**src/rtl/id_pkg.sv**
```systemverilog
// -----------------------------------------------------------------------------
// id_pkg
// Shared types and constants for the ID/EX pipeline register and its hazard
// logic.
//   state_e         : control state of the ID/EX register (RUN / STALL / HALT)
//   REG_ZERO        : index of the hard-wired zero register
//   CTRL_W_DEFAULT  : default width of the packed control bundle
//   CTRL_BUBBLE     : control bundle of a bubble (no side effects, all zeros)
//   CNT_W           : width of the multi-bubble stall counter (up to 7 bubbles)
// -----------------------------------------------------------------------------
package id_pkg;

  typedef enum logic [1:0] {
    ST_RUN   = 2'd0,
    ST_STALL = 2'd1,
    ST_HALT  = 2'd2
  } state_e;

  localparam int REG_ZERO       = 0;
  localparam int CTRL_W_DEFAULT = 24;
  localparam logic [CTRL_W_DEFAULT-1:0] CTRL_BUBBLE = '0;
  localparam int CNT_W          = $clog2(8);

endpackage

```
**src/rtl/id_ex_hazard_reg_load_use_detector.sv**
```systemverilog
// -----------------------------------------------------------------------------
// load_use_detector
// Combinational load-use hazard term: the instruction in ID reads a register
// that the load currently in EX has not written yet. Kept separate so the
// forwarding unit can share it.
// Ports:
//   i_id_valid                 : ID holds a real instruction
//   i_id_rs, i_id_rt           : ID source selects
//   i_id_uses_rs, i_id_uses_rt : ID actually reads rs / rt
//   i_ex_valid                 : EX holds a real instruction
//   i_ex_mem_rd                : EX instruction is a load
//   i_ex_rd_dst                : EX destination register
//   o_hazard                   : load-use hazard present
// -----------------------------------------------------------------------------
module load_use_detector
  import id_pkg::*;
#(
  parameter int REG_SEL_W = 5
) (
  input  logic                 i_id_valid,
  input  logic [REG_SEL_W-1:0] i_id_rs,
  input  logic [REG_SEL_W-1:0] i_id_rt,
  input  logic                 i_id_uses_rs,
  input  logic                 i_id_uses_rt,
  input  logic                 i_ex_valid,
  input  logic                 i_ex_mem_rd,
  input  logic [REG_SEL_W-1:0] i_ex_rd_dst,
  output logic                 o_hazard
);

  logic w_dst_nonzero;
  logic w_rs_match;
  logic w_rt_match;

  // Writes to the zero register are discarded, so they never create a hazard.
  assign w_dst_nonzero = (i_ex_rd_dst != REG_SEL_W'(REG_ZERO));
  assign w_rs_match    = i_id_uses_rs && (i_id_rs == i_ex_rd_dst);
  assign w_rt_match    = i_id_uses_rt && (i_id_rt == i_ex_rd_dst);

  assign o_hazard = i_id_valid && i_ex_valid && i_ex_mem_rd && w_dst_nonzero
                    && (w_rs_match || w_rt_match);

endmodule

```
**src/rtl/id_ex_hazard_reg.sv**
```systemverilog
// -----------------------------------------------------------------------------
// id_ex_hazard_reg
// Decode-to-execute pipeline register with load-use stall, branch flush and
// HALT freeze.
// Optional build macro: HAZARD_PERF_EN (enables the saturating bubble counter
// on o_bubble_cnt; when undefined o_bubble_cnt is constant 0).
// Ports:
//   i_clk, i_rst (async, active-low)  : clock / reset
//   i_step                            : advance enable, state changes only when 1
//   i_flush                           : kill ID/EX contents (taken jump/branch)
//   i_id_*                            : decoded ID instruction fields
//   o_stall_if_id                     : hold PC and IF/ID (combinational)
//   o_ex_*                            : registered EX-stage fields
//   o_halted                          : pipe frozen by HALT
//   o_bubble_cnt                      : hazard/stall bubble count
// -----------------------------------------------------------------------------
module id_ex_hazard_reg
  import id_pkg::*;
#(
  parameter int NBITS            = 32,
  parameter int REG_SEL_W        = 5,
  parameter int CTRL_W           = CTRL_W_DEFAULT,
  parameter int LOAD_USE_BUBBLES = 1
) (
  input  logic                 i_clk,
  input  logic                 i_rst,
  input  logic                 i_step,
  input  logic                 i_flush,
  input  logic                 i_id_valid,
  input  logic [REG_SEL_W-1:0] i_id_rs,
  input  logic [REG_SEL_W-1:0] i_id_rt,
  input  logic                 i_id_uses_rs,
  input  logic                 i_id_uses_rt,
  input  logic [REG_SEL_W-1:0] i_id_rd_dst,
  input  logic                 i_id_mem_rd,
  input  logic                 i_id_halt,
  input  logic [CTRL_W-1:0]    i_id_ctrl,
  input  logic [NBITS-1:0]     i_id_src_a,
  input  logic [NBITS-1:0]     i_id_src_b,
  input  logic [NBITS-1:0]     i_id_agu_addr,
  output logic                 o_stall_if_id,
  output logic                 o_ex_valid,
  output logic [CTRL_W-1:0]    o_ex_ctrl,
  output logic [NBITS-1:0]     o_ex_src_a,
  output logic [NBITS-1:0]     o_ex_src_b,
  output logic [NBITS-1:0]     o_ex_agu_addr,
  output logic [REG_SEL_W-1:0] o_ex_rd_dst,
  output logic                 o_ex_mem_rd,
  output logic                 o_ex_halt,
  output logic                 o_halted,
  output logic [15:0]          o_bubble_cnt
);

  localparam logic [CNT_W-1:0] LUB_RELOAD = CNT_W'(LOAD_USE_BUBBLES - 1);

  state_e               r_state;
  logic [CNT_W-1:0]     r_cnt;
  logic                 r_ex_valid;
  logic [CTRL_W-1:0]    r_ex_ctrl;
  logic [NBITS-1:0]     r_ex_src_a;
  logic [NBITS-1:0]     r_ex_src_b;
  logic [NBITS-1:0]     r_ex_agu_addr;
  logic [REG_SEL_W-1:0] r_ex_rd_dst;
  logic                 r_ex_mem_rd;
  logic                 r_ex_halt;

  state_e               w_next_state;
  logic [CNT_W-1:0]     w_next_cnt;
  logic                 w_stall;
  logic                 w_load_bubble;
  logic                 w_count_bubble;
  logic                 w_hazard;

  load_use_detector #(
    .REG_SEL_W(REG_SEL_W)
  ) u_detector (
    .i_id_valid  (i_id_valid),
    .i_id_rs     (i_id_rs),
    .i_id_rt     (i_id_rt),
    .i_id_uses_rs(i_id_uses_rs),
    .i_id_uses_rt(i_id_uses_rt),
    .i_ex_valid  (r_ex_valid),
    .i_ex_mem_rd (r_ex_mem_rd),
    .i_ex_rd_dst (r_ex_rd_dst),
    .o_hazard    (w_hazard)
  );

  always_comb begin
    w_next_state   = r_state;
    w_next_cnt     = r_cnt;
    w_stall        = 1'b0;
    w_load_bubble  = 1'b0;
    w_count_bubble = 1'b0;
    // Flush only acts on a step edge; without a step the stall output keeps
    // reflecting the held state.
    if (i_flush && i_step && (r_state != ST_HALT)) begin
      w_load_bubble = 1'b1;
      w_next_cnt    = '0;
      w_next_state  = ST_RUN;
    end else begin
      unique case (r_state)
        ST_RUN: begin
          if (r_ex_valid && r_ex_halt) begin
            // HALT has reached EX: freeze, and keep younger instructions out.
            w_load_bubble = 1'b1;
            w_next_state  = ST_HALT;
          end else if (w_hazard) begin
            w_stall        = 1'b1;
            w_load_bubble  = 1'b1;
            w_count_bubble = 1'b1;
            // A single bubble needs no counter: the bubble in EX stops re-detection.
            if (LOAD_USE_BUBBLES > 1) begin
              w_next_cnt   = LUB_RELOAD;
              w_next_state = ST_STALL;
            end
          end
        end
        ST_STALL: begin
          w_stall        = 1'b1;
          w_load_bubble  = 1'b1;
          w_count_bubble = 1'b1;
          w_next_cnt     = r_cnt - CNT_W'(1);
          if (r_cnt == CNT_W'(1)) begin
            w_next_state = ST_RUN;
          end
        end
        ST_HALT: begin
          w_stall       = 1'b1;
          w_load_bubble = 1'b1;
        end
        default: begin
          w_load_bubble = 1'b1;
          w_next_state  = ST_RUN;
        end
      endcase
    end
  end

  always_ff @(posedge i_clk or negedge i_rst) begin
    if (!i_rst) begin
      r_state       <= ST_RUN;
      r_cnt         <= '0;
      r_ex_valid    <= 1'b0;
      r_ex_ctrl     <= '0;
      r_ex_src_a    <= '0;
      r_ex_src_b    <= '0;
      r_ex_agu_addr <= '0;
      r_ex_rd_dst   <= '0;
      r_ex_mem_rd   <= 1'b0;
      r_ex_halt     <= 1'b0;
    end else if (i_step) begin
      r_state <= w_next_state;
      r_cnt   <= w_next_cnt;
      if (w_load_bubble) begin
        r_ex_valid    <= 1'b0;
        r_ex_ctrl     <= CTRL_W'(CTRL_BUBBLE);
        r_ex_src_a    <= '0;
        r_ex_src_b    <= '0;
        r_ex_agu_addr <= '0;
        r_ex_rd_dst   <= REG_SEL_W'(REG_ZERO);
        r_ex_mem_rd   <= 1'b0;
        r_ex_halt     <= 1'b0;
      end else begin
        r_ex_valid    <= i_id_valid;
        r_ex_ctrl     <= i_id_ctrl;
        r_ex_src_a    <= i_id_src_a;
        r_ex_src_b    <= i_id_src_b;
        r_ex_agu_addr <= i_id_agu_addr;
        r_ex_rd_dst   <= i_id_rd_dst;
        r_ex_mem_rd   <= i_id_mem_rd;
        r_ex_halt     <= i_id_halt;
      end
    end
  end

`ifdef HAZARD_PERF_EN
  logic [15:0] r_bubble_cnt;

  // Counts hazard and stall bubbles only; flush and HALT bubbles are excluded.
  always_ff @(posedge i_clk or negedge i_rst) begin
    if (!i_rst) begin
      r_bubble_cnt <= '0;
    end else if (i_step && w_count_bubble && (r_bubble_cnt != 16'hFFFF)) begin
      r_bubble_cnt <= r_bubble_cnt + 16'd1;
    end
  end

  assign o_bubble_cnt = r_bubble_cnt;
`else
  logic w_unused_perf;
  assign w_unused_perf = w_count_bubble;
  assign o_bubble_cnt  = '0;
`endif

  assign o_stall_if_id = w_stall;
  assign o_ex_valid    = r_ex_valid;
  assign o_ex_ctrl     = r_ex_ctrl;
  assign o_ex_src_a    = r_ex_src_a;
  assign o_ex_src_b    = r_ex_src_b;
  assign o_ex_agu_addr = r_ex_agu_addr;
  assign o_ex_rd_dst   = r_ex_rd_dst;
  assign o_ex_mem_rd   = r_ex_mem_rd;
  assign o_ex_halt     = r_ex_halt;
  assign o_halted      = (r_state == ST_HALT);

endmodule

```
**config.mk**
```make
export PLATFORM = sky130hd
export DESIGN_NAME = id_ex_hazard_reg
export DESIGN_NICKNAME = d
export VERILOG_FILES = /design/src/rtl/id_pkg.sv /design/src/rtl/id_ex_hazard_reg_load_use_detector.sv /design/src/rtl/id_ex_hazard_reg.sv
export SDC_FILE = /design/constraint.sdc
export NUM_CORES = 1
export LEC_CHECK = 0
export BUFFER_PORTS_ARGS = -buffer_cell sky130_fd_sc_hd__buf_2
export CORE_UTILIZATION = 53
export DETAILED_ROUTE_END_ITERATION = 12
export PLACE_DENSITY = 0.89
export SLEW_MARGIN = 20
export SYNTH_ARGS = -nofsm -noshare
export SYNTH_HDL_FRONTEND = slang
export SYNTH_HIERARCHICAL = 1
export SYNTH_SLANG_ARGS = --single-unit
export TNS_END_PERCENT = 100
```
**constraint.sdc**
```tcl
create_clock -name i_clk -period 3.41 [get_ports i_clk]
set_input_delay 0.341 -clock i_clk [delete_from_list [all_inputs] [get_ports i_clk]]
set_output_delay 0.341 -clock i_clk [all_outputs]
set_load 0.02 [all_outputs]
```
==> results by stage <==
Clock network:
- The number of sinks on the clock net is about 130.
- The maximum buffer depth of the clock tree is 2.
- Buffers added to address setup during post-CTS repair amount to 0.
- The tree is rooted in a clkbuf_16.
- The maximum level of the CTS H-tree is 4.
- After clock tree synthesis, the clock-pin slew on the worst setup and hold paths is about 60 ps.
- The worst-skew pair later-pin latency is 410 ps.
- TritonCTS built the clock tree.
- The number of clock buffers inserted by TritonCTS is 17.

Logic synthesis:
- The share of synthesized registers carrying an async set or reset is 1.00.
- In the post-synthesis netlist, the biggest area contributors are dfrtp_1 (45%), o41ai_2 (27%), nand2b_1 (11%), inv_1 (6.8%), buf_6 (1.9%).
- The number of distinct library cells after synthesis is 23.
- The area fraction in compound gates after synthesis was 0.288.
- After synthesis the netlist holds a flip-flop and latch count of 129.
- Of the synthesized area, sequential elements account for 0.451.
- Summed over all instances, the cell type with the most area after synthesis is dfrtp_1.
- Of the total synthesized cell area, the portion taken by XOR and XNOR cells is 0.0122.
- The fraction of synthesized cell area taken by the top area cell type is 0.451.
- The number of standard cells after synthesis is 609.
- The dominant combinational cell family by area after synthesis is compound AO/OA/AOI/OAI gates.
- The number of warning messages in the yosys log is 6.
- The fraction of the mapped netlist area in simple logic gates is 0.118.
- After synthesis the cells add up to 7150 um2.
- The multiplexer area fraction after synthesis is 0.
- Among all flip-flop cells after synthesis, the most frequent one is dfrtp_1.
- The number of synthesized flops with an enable pin is 0.
- The commonest cells after synthesis are dfrtp_1 (129), inv_1 (129), nand2b_1 (128), o41ai_2 (120).
- The adder and majority gate portion of the synthesized area is 0.
- The post-synthesis average cell area is approximately 12 um2.

Setup path:
- At the worst endpoint, the arrival time is about 3000 ps.
- In this design, the largest share of critical-path delay is due to simple AND/OR/NAND/NOR gates.
- Of all nets on the critical path, the largest fanout is 35.
- The worst path buffer plus inverter count is 1.
- The required time reported for the critical path endpoint is around 3700 ps.
- The worst setup path is launched from a flip-flop.
- The worst setup path is captured at a flip-flop.
- The critical path starts at o_ex_rd_dst[0]$_DFFE_PN0P_.
- In this run the critical register-to-register path is launched from o_ex_rd_dst[0]$_DFFE_PN0P_.
- The master of the slowest instance on the critical path is or4_1.
- The signal on the critical path passes through or4_1 -> o2111ai_1 -> a21oi_1 -> or3b_4 -> buf_4 -> o41ai_2.
- On the worst path, the slowest cell contributes a delay of 580 ps.
- The kind of critical path is reg -> reg.

STA:
- The total negative slack for setup checks is 0 ps.
- The worst hold slack after final layout is 169 ps.
- The number of hold violations in the final report is 0.
- Setup violations remaining at the end of the flow were counted as 0.
- The final worst clock skew is about 8.7 ps.
- Subtracting the final worst setup slack from the clock period gives 2680 ps.
- The share of the clock period used by the worst path is 0.786.
- Setup repair after global routing left no endpoint under its margin.
- For the pin with the worst max-slew slack, the measured transition is just over 1000 ps.
- The worst pin sits at a relative slew slack of 0.327.
- The max-slew violation total from the final report came to 0.
- The highest clock frequency the design can meet is 373 MHz.

Drt:
- Detailed routing placed a total of between 1 and 1.5 mm of wire on met3.
- The detailed router placed 5528 vias in this run.
- The final wirelength is 17.4 mm.
- In the final routed layout, each cell accounts on average for 16.6 um.
- The post-route antenna net violation count is 0.
- In the routed design, unresolved DRC markers number 0.
- The met1 layer wirelength in the final routing is 7.01 mm.
- After detailed routing, the met2 layer carries 8.79 mm of wire.
- The first detailed-routing pass took 4 iterations.
- Routed signal wires occupy layers up through met4.
- In the routed layout, each cell is associated on average with a via count of 5.29.
- The first routing iteration left 413 violations.

Power:
- The internal power of the cells totals approximately 3.3 mW.
- The part of the power in registers is 0.381.
- Of the total power, the share spent switching nets is 0.322.
- The power per unit of standard cell area is 531 nW/um2.
- In this run the static leakage power is roughly 5.2 nW.
- Of the total power, combinational logic draws 0.242.
- Power comes to 4.84 mW.
- Across the VDD grid, the largest voltage drop is approximately 0.28 mV.
- Summed over all nets, the switching power comes to 1.56 mW.
- The share of total power dissipated in the clock network is 0.377.

Placement:
- The HPWL after detailed placement is 11.4 mm.
- The placer congestion estimate is 0.803.
- Port buffering added around 270 buffers.

Global route:
- The first global-routing pass estimated 27.8 mm of wire.
- The via count of the first global-routing pass was between 5k and 6k.
- The aggregate global routing overflow is 0.
- Entering global routing, the biggest net connects 131 pins.
- The number of antenna violations at the first check in global routing came to 1.
- The global-route usage over all layers is 0.252.

Layout:
- The signed area change from the synthesized netlist to the final layout is 27.5%.
- The share of layout cells above drive strength 1 is 0.505.
- The final net count is around 1000.

Floorplanning:
- For this configuration, the core starts out at a cell density of 0.542.
- Measured along the x axis, the die boundary spans around 120 um.
- The region available for standard cell placement spans 13200 um2.
- The die covers 14000 um2.
- The number of top-level pins is 290.
- Measured along the y axis, the die boundary spans 118 um.
- After floorplanning, the core was divided into between 40 and 50 placement rows.

Min path:
- In this run the most critical hold path is launched from i_id_ctrl[3].
- The class of the tightest hold or removal check is in -> reg.

Run status:
- The flow ran to the end, and the final reports show no timing, DRC or antenna violations.

Flow run:
- The number of max-capacitance violations reported is 0.
worst paths after layout:
kind | endpoint | slack [ps] | depth (start not counted)
worst max-delay path | o_ex_src_b[21]$_DFFE_PN0P_ | 730 | 6
worst min-delay path | o_ex_ctrl[3]$_DFFE_PN0P_ | 170 | 3
worst max register to register | o_ex_src_b[21]$_DFFE_PN0P_ | 730 | 6
worst min register to register | o_ex_agu_addr[28]$_DFFE_PN0P_ | 480 | 2
max in group asynchronous | o_ex_ctrl[8]$_DFFE_PN0P_ | 2150 | 3
min in group asynchronous | o_ex_src_a[29]$_DFFE_PN0P_ | 440 | 2
cell families (layout without fill, tap and decap cells):
family | Yosys count | count (layout)
compound gates | 133 | 133
other cells | 1 | 17
buf+inv | 201 | 445
xor+xnor | 10 | 10
simple gates | 135 | 135
flops | 129 | 129
sequential cells by signal, indices dropped and copies added (netlist names):
name,flops
o_ex_src_b,32
o_ex_src_a,32
o_ex_mem_rd,1
o_ex_rd_dst,5
o_ex_ctrl,24
o_ex_agu_addr,32
o_ex_valid,1
r_state,1
o_ex_halt,1
timing repair:
item	4_1_cts	5_1_grt
gates resized for setup	0	0
hold buffers	1	0
endpoints found under the hold margin	34	0
cell usage in the layout, fill, tap and decap left out:
cell type | Yosys | routed
clkinv_2 | 0 | 4
buf_4 | 17 | 6
nand2b_1 | 128 | 128
a21oi_1 | 1 | 1
a22oi_1 | 1 | 1
or4_1 | 1 | 1
clkbuf_1 | 17 | 1
clkbuf_8 | 0 | 5
nand3_1 | 2 | 2
diode_2 | 0 | 1
and2_4 | 0 | 1
xor2_1 | 8 | 8
inv_1 | 129 | 129
conb_1 | 1 | 16
dfrtp_1 | 129 | 128
clkinvlp_4 | 0 | 2
clkbuf_16 | 0 | 17
dlygate4sd3_1 | 0 | 1
or3b_4 | 0 | 1
clkinv_4 | 0 | 1
dfrtp_4 | 0 | 1
a31o_2 | 1 | 1
nor4_1 | 2 | 2
o41ai_1 | 8 | 8
o41ai_2 | 120 | 120
o2111ai_1 | 1 | 1
buf_12 | 0 | 5
bufinv_16 | 0 | 2
xnor2_1 | 2 | 2
buf_2 | 14 | 272
a21o_1 | 1 | 1
layer usage:
metal / vias up / track usage
met3: 36 / 0.0627
li1: 2530 / -
met1: 2722 / 0.310
met5: - / 0
met4: 0 / 0.109
met2: 240 / 0.418
area by class of cell:
| cell class | count | area, um2 |
|---|---|---|
| Fill cell | 974 | 4080 |
| Sequential cell | 129 | 3230 |
| Multi-Input combinational cell | 294 | 3060 |
| Timing Repair Buffer | 284 | 1520 |
| Clock buffer | 23 | 498 |
| Inverter | 129 | 484 |
| Tap cell | 176 | 220 |
| Clock inverter | 9 | 104 |
| Antenna cell | 1 | 2.50 |
tightest hold or removal path: cells and delay by family:
family,cells,cell delay (ps)
buf+inv,2,130
compound gates,1,60
power groups by stage:
stage               combinational [mW]  clock (mW)  sequential, mW
floorplan                        0.655           0            1.99
global placement                  1.15           0            1.86
detailed placement                1.18           0            1.86
CTS                               1.18        1.86            1.85
global route                      1.25        1.94            1.87
finish                            1.17        1.82            1.85
stage by stage:
stage	cell area, um2	instances	worst slack (ps)	utilization
6_report	9110	1045	729	0.691
5_1_grt	9110	1045	634	0.691
2_1_floorplan	7210	624	1190	-
4_1_cts	9110	1044	758	0.691
3_5_place_dp	8500	1011	797	0.644
3_3_place_gp	8500	1011	903	0.644
No activity file was read; power rests on OpenSTA's default activity.
